### config.mk
export PLATFORM = sky130hd
export DESIGN_NAME = id_ex_stage_flat
export DESIGN_NICKNAME = d
export VERILOG_FILES = /design/src/rtl/id_ex_if.sv /design/src/rtl/id_ex_stage.sv /design/src/flat_wrapper.sv
export SDC_FILE = /design/constraint.sdc
export NUM_CORES = 1
export LEC_CHECK = 0
export CAP_MARGIN = 20
export CORE_MARGIN = 4
export CORE_UTILIZATION = 39
export DETAILED_ROUTE_END_ITERATION = 16
export GPL_ROUTABILITY_DRIVEN = 0
export GPL_TIMING_DRIVEN = 0
export PLACE_DENSITY = 0.75
export SYNTH_ARGS = -nofsm -noshare
export SYNTH_HDL_FRONTEND = slang
export SYNTH_SLANG_ARGS = --single-unit
### constraint.sdc
create_clock -name clk -period 8.75 [get_ports clk]
set_input_delay 1.75 -clock clk [delete_from_list [all_inputs] [get_ports clk]]
set_output_delay 1.75 -clock clk [all_outputs]
set_load 0.1 [all_outputs]
### src/rtl/id_ex_if.sv
// ID/EX stage bundle: decoded ID fields, pipeline control, forward sources and EX-side outputs.
// The master drives the ID side and the forward sources; the slave is the stage itself.
interface id_ex_if #(
  parameter int XLEN = 32,
  parameter int RA_W = 5
);
  logic            id_valid;
  logic [XLEN-1:0] id_pc;
  logic [XLEN-1:0] id_rs1_data;
  logic [XLEN-1:0] id_rs2_data;
  logic [XLEN-1:0] id_imm;
  logic [RA_W-1:0] id_rs1;
  logic [RA_W-1:0] id_rs2;
  logic [RA_W-1:0] id_rd;
  logic [1:0]      id_alu_op;
  logic [3:0]      id_funct;
  logic            id_alu_src;
  logic [4:0]      id_ctrl;
  logic            stall;
  logic            flush;
  logic            exmem_reg_write;
  logic [RA_W-1:0] exmem_rd;
  logic [XLEN-1:0] exmem_alu_result;
  logic            memwb_reg_write;
  logic [RA_W-1:0] memwb_rd;
  logic [XLEN-1:0] memwb_wb_data;
  logic            ex_valid;
  logic [XLEN-1:0] ex_pc;
  logic [XLEN-1:0] alu_a;
  logic [XLEN-1:0] alu_b;
  logic [3:0]      alu_ctrl;
  logic [XLEN-1:0] ex_store_data;
  logic [RA_W-1:0] ex_rd;
  logic [4:0]      ex_ctrl;
  logic [XLEN-1:0] ex_branch_target;
  logic            load_use_stall;

  modport master (
    output id_valid, id_pc, id_rs1_data, id_rs2_data, id_imm, id_rs1, id_rs2, id_rd,
           id_alu_op, id_funct, id_alu_src, id_ctrl, stall, flush,
           exmem_reg_write, exmem_rd, exmem_alu_result,
           memwb_reg_write, memwb_rd, memwb_wb_data,
    input  ex_valid, ex_pc, alu_a, alu_b, alu_ctrl, ex_store_data, ex_rd, ex_ctrl,
           ex_branch_target, load_use_stall
  );

  modport slave (
    input  id_valid, id_pc, id_rs1_data, id_rs2_data, id_imm, id_rs1, id_rs2, id_rd,
           id_alu_op, id_funct, id_alu_src, id_ctrl, stall, flush,
           exmem_reg_write, exmem_rd, exmem_alu_result,
           memwb_reg_write, memwb_rd, memwb_wb_data,
    output ex_valid, ex_pc, alu_a, alu_b, alu_ctrl, ex_store_data, ex_rd, ex_ctrl,
           ex_branch_target, load_use_stall
  );
endinterface

### src/rtl/id_ex_stage.sv
// ID/EX pipeline register with EX operand forwarding, registered ALU control decode,
// branch target adder and load-use hazard detection.
module id_ex_stage #(
  parameter int XLEN = 32,
  parameter int RA_W = 5
) (
  input  logic   clk,
  input  logic   rst_n,
  id_ex_if.slave bus
);
  typedef struct packed {
    logic            valid;
    logic [XLEN-1:0] pc;
    logic [XLEN-1:0] rs1_data;
    logic [XLEN-1:0] rs2_data;
    logic [XLEN-1:0] imm;
    logic [RA_W-1:0] rs1;
    logic [RA_W-1:0] rs2;
    logic [RA_W-1:0] rd;
    logic [3:0]      alu_ctrl;
    logic            alu_src;
    logic [4:0]      ctrl;
  } ex_reg_t;

  localparam logic [3:0] ALU_AND = 4'b0000;
  localparam logic [3:0] ALU_OR  = 4'b0001;
  localparam logic [3:0] ALU_ADD = 4'b0010;
  localparam logic [3:0] ALU_SUB = 4'b0110;
  localparam logic [3:0] ALU_NOP = 4'b1111;

  ex_reg_t q, cap;
  logic    luse;
  logic [XLEN-1:0] fwd_a, fwd_b;

  // funct = {funct7[5], funct3}; funct7[5] only means SUB on register-register forms
  function automatic logic [3:0] alu_dec(input logic [1:0] op, input logic [3:0] funct,
                                         input logic src);
    logic [3:0] r;
    r = ALU_NOP;
    case (op)
      2'b00: r = ALU_ADD;
      2'b01: r = ALU_SUB;
      2'b10: begin
        case (funct[2:0])
          3'b000:  r = (funct[3] && !src) ? ALU_SUB : ALU_ADD;
          3'b111:  r = ALU_AND;
          3'b110:  r = ALU_OR;
          default: r = ALU_NOP;
        endcase
      end
      default: r = ALU_NOP;
    endcase
    return r;
  endfunction

  // x0 never forwards, so its registered read data (0) passes through
  function automatic logic [XLEN-1:0] fwd(input logic [RA_W-1:0] rs, input logic [XLEN-1:0] rf);
    logic [XLEN-1:0] r;
    r = rf;
    if (bus.exmem_reg_write && bus.exmem_rd != '0 && bus.exmem_rd == rs)
      r = bus.exmem_alu_result;
    else if (bus.memwb_reg_write && bus.memwb_rd != '0 && bus.memwb_rd == rs)
      r = bus.memwb_wb_data;
    return r;
  endfunction

  always_comb begin
    cap = '0;
    if (bus.id_valid) begin
      cap.valid    = 1'b1;
      cap.pc       = bus.id_pc;
      cap.rs1_data = bus.id_rs1_data;
      cap.rs2_data = bus.id_rs2_data;
      cap.imm      = bus.id_imm;
      cap.rs1      = bus.id_rs1;
      cap.rs2      = bus.id_rs2;
      cap.rd       = bus.id_rd;
      cap.alu_ctrl = alu_dec(bus.id_alu_op, bus.id_funct, bus.id_alu_src);
      cap.alu_src  = bus.id_alu_src;
      cap.ctrl     = bus.id_ctrl;
    end
  end

  // ctrl[4] is mem_read
  assign luse = q.valid && q.ctrl[4] && (q.rd != '0) && bus.id_valid &&
                ((q.rd == bus.id_rs1) || (q.rd == bus.id_rs2));

  always_ff @(posedge clk or negedge rst_n) begin
    if (!rst_n)              q <= '0;
    else if (bus.flush)      q <= '0;
    else if (luse)           q <= '0;
    else if (!bus.stall)     q <= cap;
  end

  assign fwd_a = fwd(q.rs1, q.rs1_data);
  assign fwd_b = fwd(q.rs2, q.rs2_data);

  assign bus.ex_valid         = q.valid;
  assign bus.ex_pc            = q.pc;
  assign bus.alu_a            = fwd_a;
  assign bus.alu_b            = q.alu_src ? q.imm : fwd_b;
  assign bus.alu_ctrl         = q.alu_ctrl;
  assign bus.ex_store_data    = fwd_b;
  assign bus.ex_rd            = q.rd;
  assign bus.ex_ctrl          = q.ctrl;
  assign bus.ex_branch_target = q.pc + q.imm;
  assign bus.load_use_stall   = luse;
endmodule
### src/flat_wrapper.sv
// flat-port wrapper written by rule: the top's interface ports become plain ports
module id_ex_stage_flat 
#(
  parameter int XLEN = 32,
  parameter int RA_W = 5
)
  (clk, rst_n, bus_id_valid, bus_id_pc, bus_id_rs1_data, bus_id_rs2_data, bus_id_imm, bus_id_rs1, bus_id_rs2, bus_id_rd, bus_id_alu_op, bus_id_funct, bus_id_alu_src, bus_id_ctrl, bus_stall, bus_flush, bus_exmem_reg_write, bus_exmem_rd, bus_exmem_alu_result, bus_memwb_reg_write, bus_memwb_rd, bus_memwb_wb_data, bus_ex_valid, bus_ex_pc, bus_alu_a, bus_alu_b, bus_alu_ctrl, bus_ex_store_data, bus_ex_rd, bus_ex_ctrl, bus_ex_branch_target, bus_load_use_stall);
  id_ex_if #(.XLEN(XLEN), .RA_W(RA_W)) bus_i ();
  input  logic clk;
  input  logic rst_n;
  input wire logic [$bits(bus_i.id_valid)-1:0] bus_id_valid;
  input wire logic [$bits(bus_i.id_pc)-1:0] bus_id_pc;
  input wire logic [$bits(bus_i.id_rs1_data)-1:0] bus_id_rs1_data;
  input wire logic [$bits(bus_i.id_rs2_data)-1:0] bus_id_rs2_data;
  input wire logic [$bits(bus_i.id_imm)-1:0] bus_id_imm;
  input wire logic [$bits(bus_i.id_rs1)-1:0] bus_id_rs1;
  input wire logic [$bits(bus_i.id_rs2)-1:0] bus_id_rs2;
  input wire logic [$bits(bus_i.id_rd)-1:0] bus_id_rd;
  input wire logic [$bits(bus_i.id_alu_op)-1:0] bus_id_alu_op;
  input wire logic [$bits(bus_i.id_funct)-1:0] bus_id_funct;
  input wire logic [$bits(bus_i.id_alu_src)-1:0] bus_id_alu_src;
  input wire logic [$bits(bus_i.id_ctrl)-1:0] bus_id_ctrl;
  input wire logic [$bits(bus_i.stall)-1:0] bus_stall;
  input wire logic [$bits(bus_i.flush)-1:0] bus_flush;
  input wire logic [$bits(bus_i.exmem_reg_write)-1:0] bus_exmem_reg_write;
  input wire logic [$bits(bus_i.exmem_rd)-1:0] bus_exmem_rd;
  input wire logic [$bits(bus_i.exmem_alu_result)-1:0] bus_exmem_alu_result;
  input wire logic [$bits(bus_i.memwb_reg_write)-1:0] bus_memwb_reg_write;
  input wire logic [$bits(bus_i.memwb_rd)-1:0] bus_memwb_rd;
  input wire logic [$bits(bus_i.memwb_wb_data)-1:0] bus_memwb_wb_data;
  output wire logic [$bits(bus_i.ex_valid)-1:0] bus_ex_valid;
  output wire logic [$bits(bus_i.ex_pc)-1:0] bus_ex_pc;
  output wire logic [$bits(bus_i.alu_a)-1:0] bus_alu_a;
  output wire logic [$bits(bus_i.alu_b)-1:0] bus_alu_b;
  output wire logic [$bits(bus_i.alu_ctrl)-1:0] bus_alu_ctrl;
  output wire logic [$bits(bus_i.ex_store_data)-1:0] bus_ex_store_data;
  output wire logic [$bits(bus_i.ex_rd)-1:0] bus_ex_rd;
  output wire logic [$bits(bus_i.ex_ctrl)-1:0] bus_ex_ctrl;
  output wire logic [$bits(bus_i.ex_branch_target)-1:0] bus_ex_branch_target;
  output wire logic [$bits(bus_i.load_use_stall)-1:0] bus_load_use_stall;
  assign bus_i.id_valid = bus_id_valid;
  assign bus_i.id_pc = bus_id_pc;
  assign bus_i.id_rs1_data = bus_id_rs1_data;
  assign bus_i.id_rs2_data = bus_id_rs2_data;
  assign bus_i.id_imm = bus_id_imm;
  assign bus_i.id_rs1 = bus_id_rs1;
  assign bus_i.id_rs2 = bus_id_rs2;
  assign bus_i.id_rd = bus_id_rd;
  assign bus_i.id_alu_op = bus_id_alu_op;
  assign bus_i.id_funct = bus_id_funct;
  assign bus_i.id_alu_src = bus_id_alu_src;
  assign bus_i.id_ctrl = bus_id_ctrl;
  assign bus_i.stall = bus_stall;
  assign bus_i.flush = bus_flush;
  assign bus_i.exmem_reg_write = bus_exmem_reg_write;
  assign bus_i.exmem_rd = bus_exmem_rd;
  assign bus_i.exmem_alu_result = bus_exmem_alu_result;
  assign bus_i.memwb_reg_write = bus_memwb_reg_write;
  assign bus_i.memwb_rd = bus_memwb_rd;
  assign bus_i.memwb_wb_data = bus_memwb_wb_data;
  assign bus_ex_valid = bus_i.ex_valid;
  assign bus_ex_pc = bus_i.ex_pc;
  assign bus_alu_a = bus_i.alu_a;
  assign bus_alu_b = bus_i.alu_b;
  assign bus_alu_ctrl = bus_i.alu_ctrl;
  assign bus_ex_store_data = bus_i.ex_store_data;
  assign bus_ex_rd = bus_i.ex_rd;
  assign bus_ex_ctrl = bus_i.ex_ctrl;
  assign bus_ex_branch_target = bus_i.ex_branch_target;
  assign bus_load_use_stall = bus_i.load_use_stall;
  id_ex_stage #(.XLEN(XLEN), .RA_W(RA_W)) u_core (.clk(clk), .rst_n(rst_n), .bus(bus_i));
endmodule
======== Yosys cells after proc, flatten, opt, wreduce, memory -nomap -nowiden ========
Index checks and enable logic that the tools add are counted.
word-level totals
  register bits after elaboration ......... 154
  bits of input ports ..................... 236
  output and inout bits ................... 176
  logic and storage cells ................. 53
operators by class
  add/subtract/negate cells ............... 1
  equal/unequal tests ..................... 11
  multiplexer cells ....................... 12
  reduce and logical (&&, ||, !) cells .... 18
operators with widths
  kind                                                                   number
  154-bit two-way mux                                                    4
  32-bit two-way mux                                                     5
  32-bit adder                                                           1
  5-bit equality test                                                    6
  4-bit one-hot mux with 3 select lines                                  2
  5-bit nonzero test                                                     3
  1-bit logical AND                                                      11
  3-bit equality test, second input constant                             2
  3-bit logical NOT                                                      1
  3-bit two-way mux                                                      1
  3-bit by 1-bit != test with 1-bit output, second input constant        1
  2-bit by 1-bit equality test with 1-bit output, second input constant  1
  2-bit equality test, second input constant                             1
  2-bit logical NOT                                                      1
  1-bit logical NOT                                                      1
  1-bit logical OR                                                       1

======== Logic depth before layout (Yosys ltp) ========
  word-level depth ........................ 9
  depth in mapped cells ................... 9
  mapped depth without buffers ............ 8

======== Worst setup path before layout ========
Ideal clock, no wire load.
  path kind ............................... input to output
  from .................................... in bus_memwb_rd[0]
  to ...................................... out bus_alu_b[11]
  data arrival time ....................... 5.886 ns
  data required time ...................... 7.000 ns
  slack ................................... 1.114 ns
  stages .................................. 7
  buffers on the path ..................... 1
  cell sequence ........................... or4_1 o21ai_2 nor4_4 buf_4 mux2i_1 o21ai_0 mux2_2
between the ends
  longest elaborated chain between the ends .. 6
  elaborated cells on any way between the ends .. 7
  those cells by class .................... eq/ne (1); mux (3); reduce/logical (3)
ends and longest elaborated chain
  element                    RTL line            RTL
  from (decl)                flat_wrapper.sv:29  input wire logic [$bits(bus_i.memwb_rd)-1:0] bus_memwb_rd;
  5-bit nonzero test         id_ex_stage.sv:62   else if (bus.memwb_reg_write && bus.memwb_rd != '0 && bus.memwb_rd == rs)
  1-bit logical AND          id_ex_stage.sv:62
  1-bit logical AND (*)      id_ex_stage.sv:62
  32-bit two-way mux (*)     id_ex_stage.sv:62
  32-bit two-way mux (*)     id_ex_stage.sv:60   if (bus.exmem_reg_write && bus.exmem_rd != '0 && bus.exmem_rd == rs)
  net bus_ex_store_data[11]  flat_wrapper.sv:36  output wire logic [$bits(bus_i.ex_store_data)-1:0] bus_ex_store_data;
  32-bit two-way mux (*)     id_ex_stage.sv:101  assign bus.alu_b = q.alu_src ? q.imm : fwd_b;
  to (decl)                  flat_wrapper.sv:34  output wire logic [$bits(bus_i.alu_b)-1:0] bus_alu_b;
Mark *: on every way through the listed nets, which the timed path passes. The rest lies on a longest branch.

======== Worst setup path after layout ========
  from .................................... in bus_exmem_rd[1]
  to ...................................... out bus_alu_b[11]
between the ends
  longest elaborated chain between the ends .. 5
  elaborated cells on any way between the ends .. 6
  those cells by class .................... eq/ne (1); mux (2); reduce/logical (3)
ends and longest elaborated chain
  element                 RTL line            RTL
  from (decl)             flat_wrapper.sv:26  input wire logic [$bits(bus_i.exmem_rd)-1:0] bus_exmem_rd;
  5-bit nonzero test      id_ex_stage.sv:60
  1-bit logical AND       id_ex_stage.sv:60
  1-bit logical AND (*)   id_ex_stage.sv:60
  32-bit two-way mux (*)  id_ex_stage.sv:60
  32-bit two-way mux (*)  id_ex_stage.sv:101
Every way passes the cells marked *; elsewhere a longest branch is shown, timed or not.

==> summary.md <==
| Metric | Value |
|---|---|
| Status | `finished clean` |
| Sink Count | `154` |
| Via/cell ratio | `5.50` |
| Tmin final | `7.55 ns` |
| Final WL | `39.2 mm` |
| Clock tree buffer depth | `2` |
| Biggest area consumer among synthesized cells | `dfrtp_1` |
| Register area share after synthesis | `39.9%` |
| Setup TNS | `0 ns` |
| Placed cell area | `14200 µm²` |
| Worst Setup Slack, final | `1.20 ns` |
| Worst slew pin tran | `1.11 ns` |
| Layout area overhead | `53.5%` |
| Post-Syn Nets | `1206` |
| Most common cell in the synthesized netlist | `dfrtp_1` |
| Total grt overflow | `0` |
| Ys async rst share | `100%` |
| Worst-path clk slew | `0.07 ns` |
| Avg WL per Cell | `22.9 µm` |
| Number of global-route vias before repair | `9422` |
| Critical Path AT | `5.80 ns` |
| Ratio of cells with drive above 1 in the final layout | `11.7%` |
| Largest net degree at the start of global routing | `80` |
| Cts hold-fix bufs | `0` |
| RSZ-0062 raised after global routing | `false` |
| Die Wd | `165 µm` |
| Avg Inst Size Synth | `10.3 µm²` |
| EDFF count, synth | `0` |
| Max_cap viols | `0` |
| Startpoint Class | `input port` |
| Setup Skew | `0.0148 ns` |
| First-pass GRT wire length | `56.5 mm` |
| DIE AREA | `27300 µm²` |
| H-tree levels | `4` |
| Critical path class | `in -> out` |
| Synth top area share | `39.9%` |
| Die Span Y | `165 µm` |
| Total CTS buffers | `17` |
| I/O Buffers | `411` |
| Post-synth top flop | `dfrtp_1` |
| Worst slack at placement | `1.19 ns` |
| DRT Pass-1 Iters | `5` |
| Fin. max-slew vios | `0` |
| Final hold vios | `0` |
| Post-synth design cell area | `9650 µm²` |
| Fin crit share | `86.2%` |
| TritonCTS clock tree | `built` |
| R2R depth | `8` |
| Fillcell total | `2081` |
| Yosys cell types | `61` |
| Hold Crit Class | `reg -> reg` |
| Final instance area | `14800 µm²` |
| Initial antenna violation count | `3` |
| Clock latency on the worst-skew pair | `0.43 ns` |
| Synth warn | `0` |
| Slew HR | `25.4%` |
| Via count | `9392` |
| # IOs | `412` |
| Postcts setup bufs | `0` |
| Antenna viol nets, final | `0` |
| DR DRC count | `0` |
| Nets | `1638` |
| Top cells by count, synth | `dfrtp_1 (154), a22o_1 (151), nand2_1 (85)` |
| Peak supply drop | `0.111 mV` |
| Synthesized flop and latch total | `154` |
| GR Util All Layers | `27.7%` |
| Clk root buf | `clkbuf_16` |
| FP Rows | `57` |
| Power Dens Cells | `154 nW/µm²` |
| Core Area | `24300 µm²` |
| Post-CTS sizing | `0` |
| Initial drt markers | `681` |
| CP Max Fanout | `10` |
| Lkg Pwr | `6.33 nW` |
| Synth top area cells | `dfrtp_1 (40%), a22o_1 (14%), mux2i_1 (6.7%)` |
| Initial Utilization | `39.7%` |
| Hold path depth | `1` |
| Crit. End Element | `primary output` |
| Mapped Cells | `938` |
| Required @ worst endpoint | `7.00 ns` |
| F_max | `0.133 GHz` |
| DP HPWL | `31.2 mm` |
| # setup viols final | `0` |
## layout by cell type (no fill, tap or decap), types with 7 or more instances in the layout
cell             netlist  layout
a22o_1               151     151
clkbuf_1              23      23
nand2_1               85      85
a21o_1                13      13
xnor2_1               34      34
nor2_1                17      17
nor3_1                 8       8
clkbuf_16              0      17
clkdlybuf4s50_1        0     410
a21oi_1               33      33
buf_8                  6       7
buf_2                 24      24
ha_1                  31      31
mux2i_1               65      65
o21ai_1               23      23
inv_1                  7       7
o21ai_0               62      62
xor2_1                24      24
nand3_1               12      12
mux2_2                31      31
buf_4                 53      54
dfrtp_1              154     154
## critical path, stage by stage
cell             delay [ns]
clkdlybuf4s50_1        0.55
xnor2_1                0.15
nand3_1                0.11
nor4_2                 0.95
clkbuf_1               0.53
nand2_1                0.09
o21ai_0                0.26
mux2_2                 0.27
clkdlybuf4s50_1        1.12
## where the power goes
part,switching (mW),internal [mW]
clock,0.336,0.436
combinational,0.498,0.246
sequential,0.0256,0.739
## cell type report
| type | instances | area (µm²) | share of cell area (%) |
|---|---|---|---|
| repair buffers | 413 | 4150 | 28.0 |
| flip-flops and latches | 154 | 3850 | 26.0 |
| plain buffers | 109 | 721 | 4.87 |
| clock buffers | 18 | 439 | 2.97 |
| inverters | 7 | 26.3 | 0.177 |
| multi-input cells | 668 | 5050 | 34.1 |
| well taps | 324 | 405 | 2.74 |
| diodes | 2 | 5.00 | 0.0338 |
| clock inverters | 14 | 160 | 1.08 |
## cells by family (layout without fill, tap and decap cells)
| logic type | Yosys count | count (layout) | synth area share [%] |
|---|---|---|---|
| flops | 154 | 154 | 39.9 |
| compound gates | 330 | 330 | 24.8 |
| xor+xnor | 58 | 58 | 5.27 |
| fa+ha+maj | 32 | 32 | 4.23 |
| buf+inv | 116 | 561 | 7.74 |
| simple gates | 151 | 151 | 7.50 |
| other cells | 0 | 2 | 0 |
| mux | 97 | 97 | 10.5 |
## stage by stage
stage / total power, mW / util, % / hold WS, ns / std cells
after floorplan: 1.25 / - / 0.464 / 938
after CTS: 2.29 / 60.8 / 0.507 / 1706
final: 2.28 / 60.9 / 0.504 / 1709
after global placement: 1.51 / 58.2 / 0.485 / 1673
after detailed placement: 1.52 / 58.4 / 0.491 / 1674
after global routing: 2.35 / 60.9 / 0.515 / 1708
## layer usage
layer / vias to the layer above / GRT usage [%] / share of wire (%)
li1: 4345 / - / -
met1: 4573 / 35.5 / 41
met2: 401 / 45.8 / 48
met3: 69 / 6.90 / 7.7
met4: 4 / 9.07 / 3.1
met5: - / 0 / 0.087
## flip-flops by register name (all words and copies together), names as in the netlist
name and cells:
u_core.bus.ex_pc 32, u_core.bus.ex_rd 5, u_core.bus.ex_ctrl 5, u_core.bus.ex_valid 1
u_core.bus.alu_ctrl 4, u_core.q 107
## worst paths after layout
kind / endpoint / from / slack, ns
hold reg to reg: u_core.bus.alu_ctrl[0]$_DFFE_PN0P_ / u_core.bus.alu_ctrl[0]$_DFFE_PN0P_ / 0.50
hold / removal: u_core.bus.alu_ctrl[0]$_DFFE_PN0P_ / u_core.bus.alu_ctrl[0]$_DFFE_PN0P_ / 0.50
setup / recovery: bus_alu_b[11] / bus_exmem_rd[1] / 1.20
min in group asynchronous: u_core.q[119]$_DFFE_PN0P_ / rst_n / 1.25
max in group asynchronous: u_core.bus.ex_pc[23]$_DFFE_PN0P_ / rst_n / 6.66
setup reg to reg: u_core.q[59]$_DFFE_PN0P_ / u_core.bus.ex_rd[0]$_DFFE_PN0P_ / 6.06
Note: power is estimated with default switching activity, not from simulation.
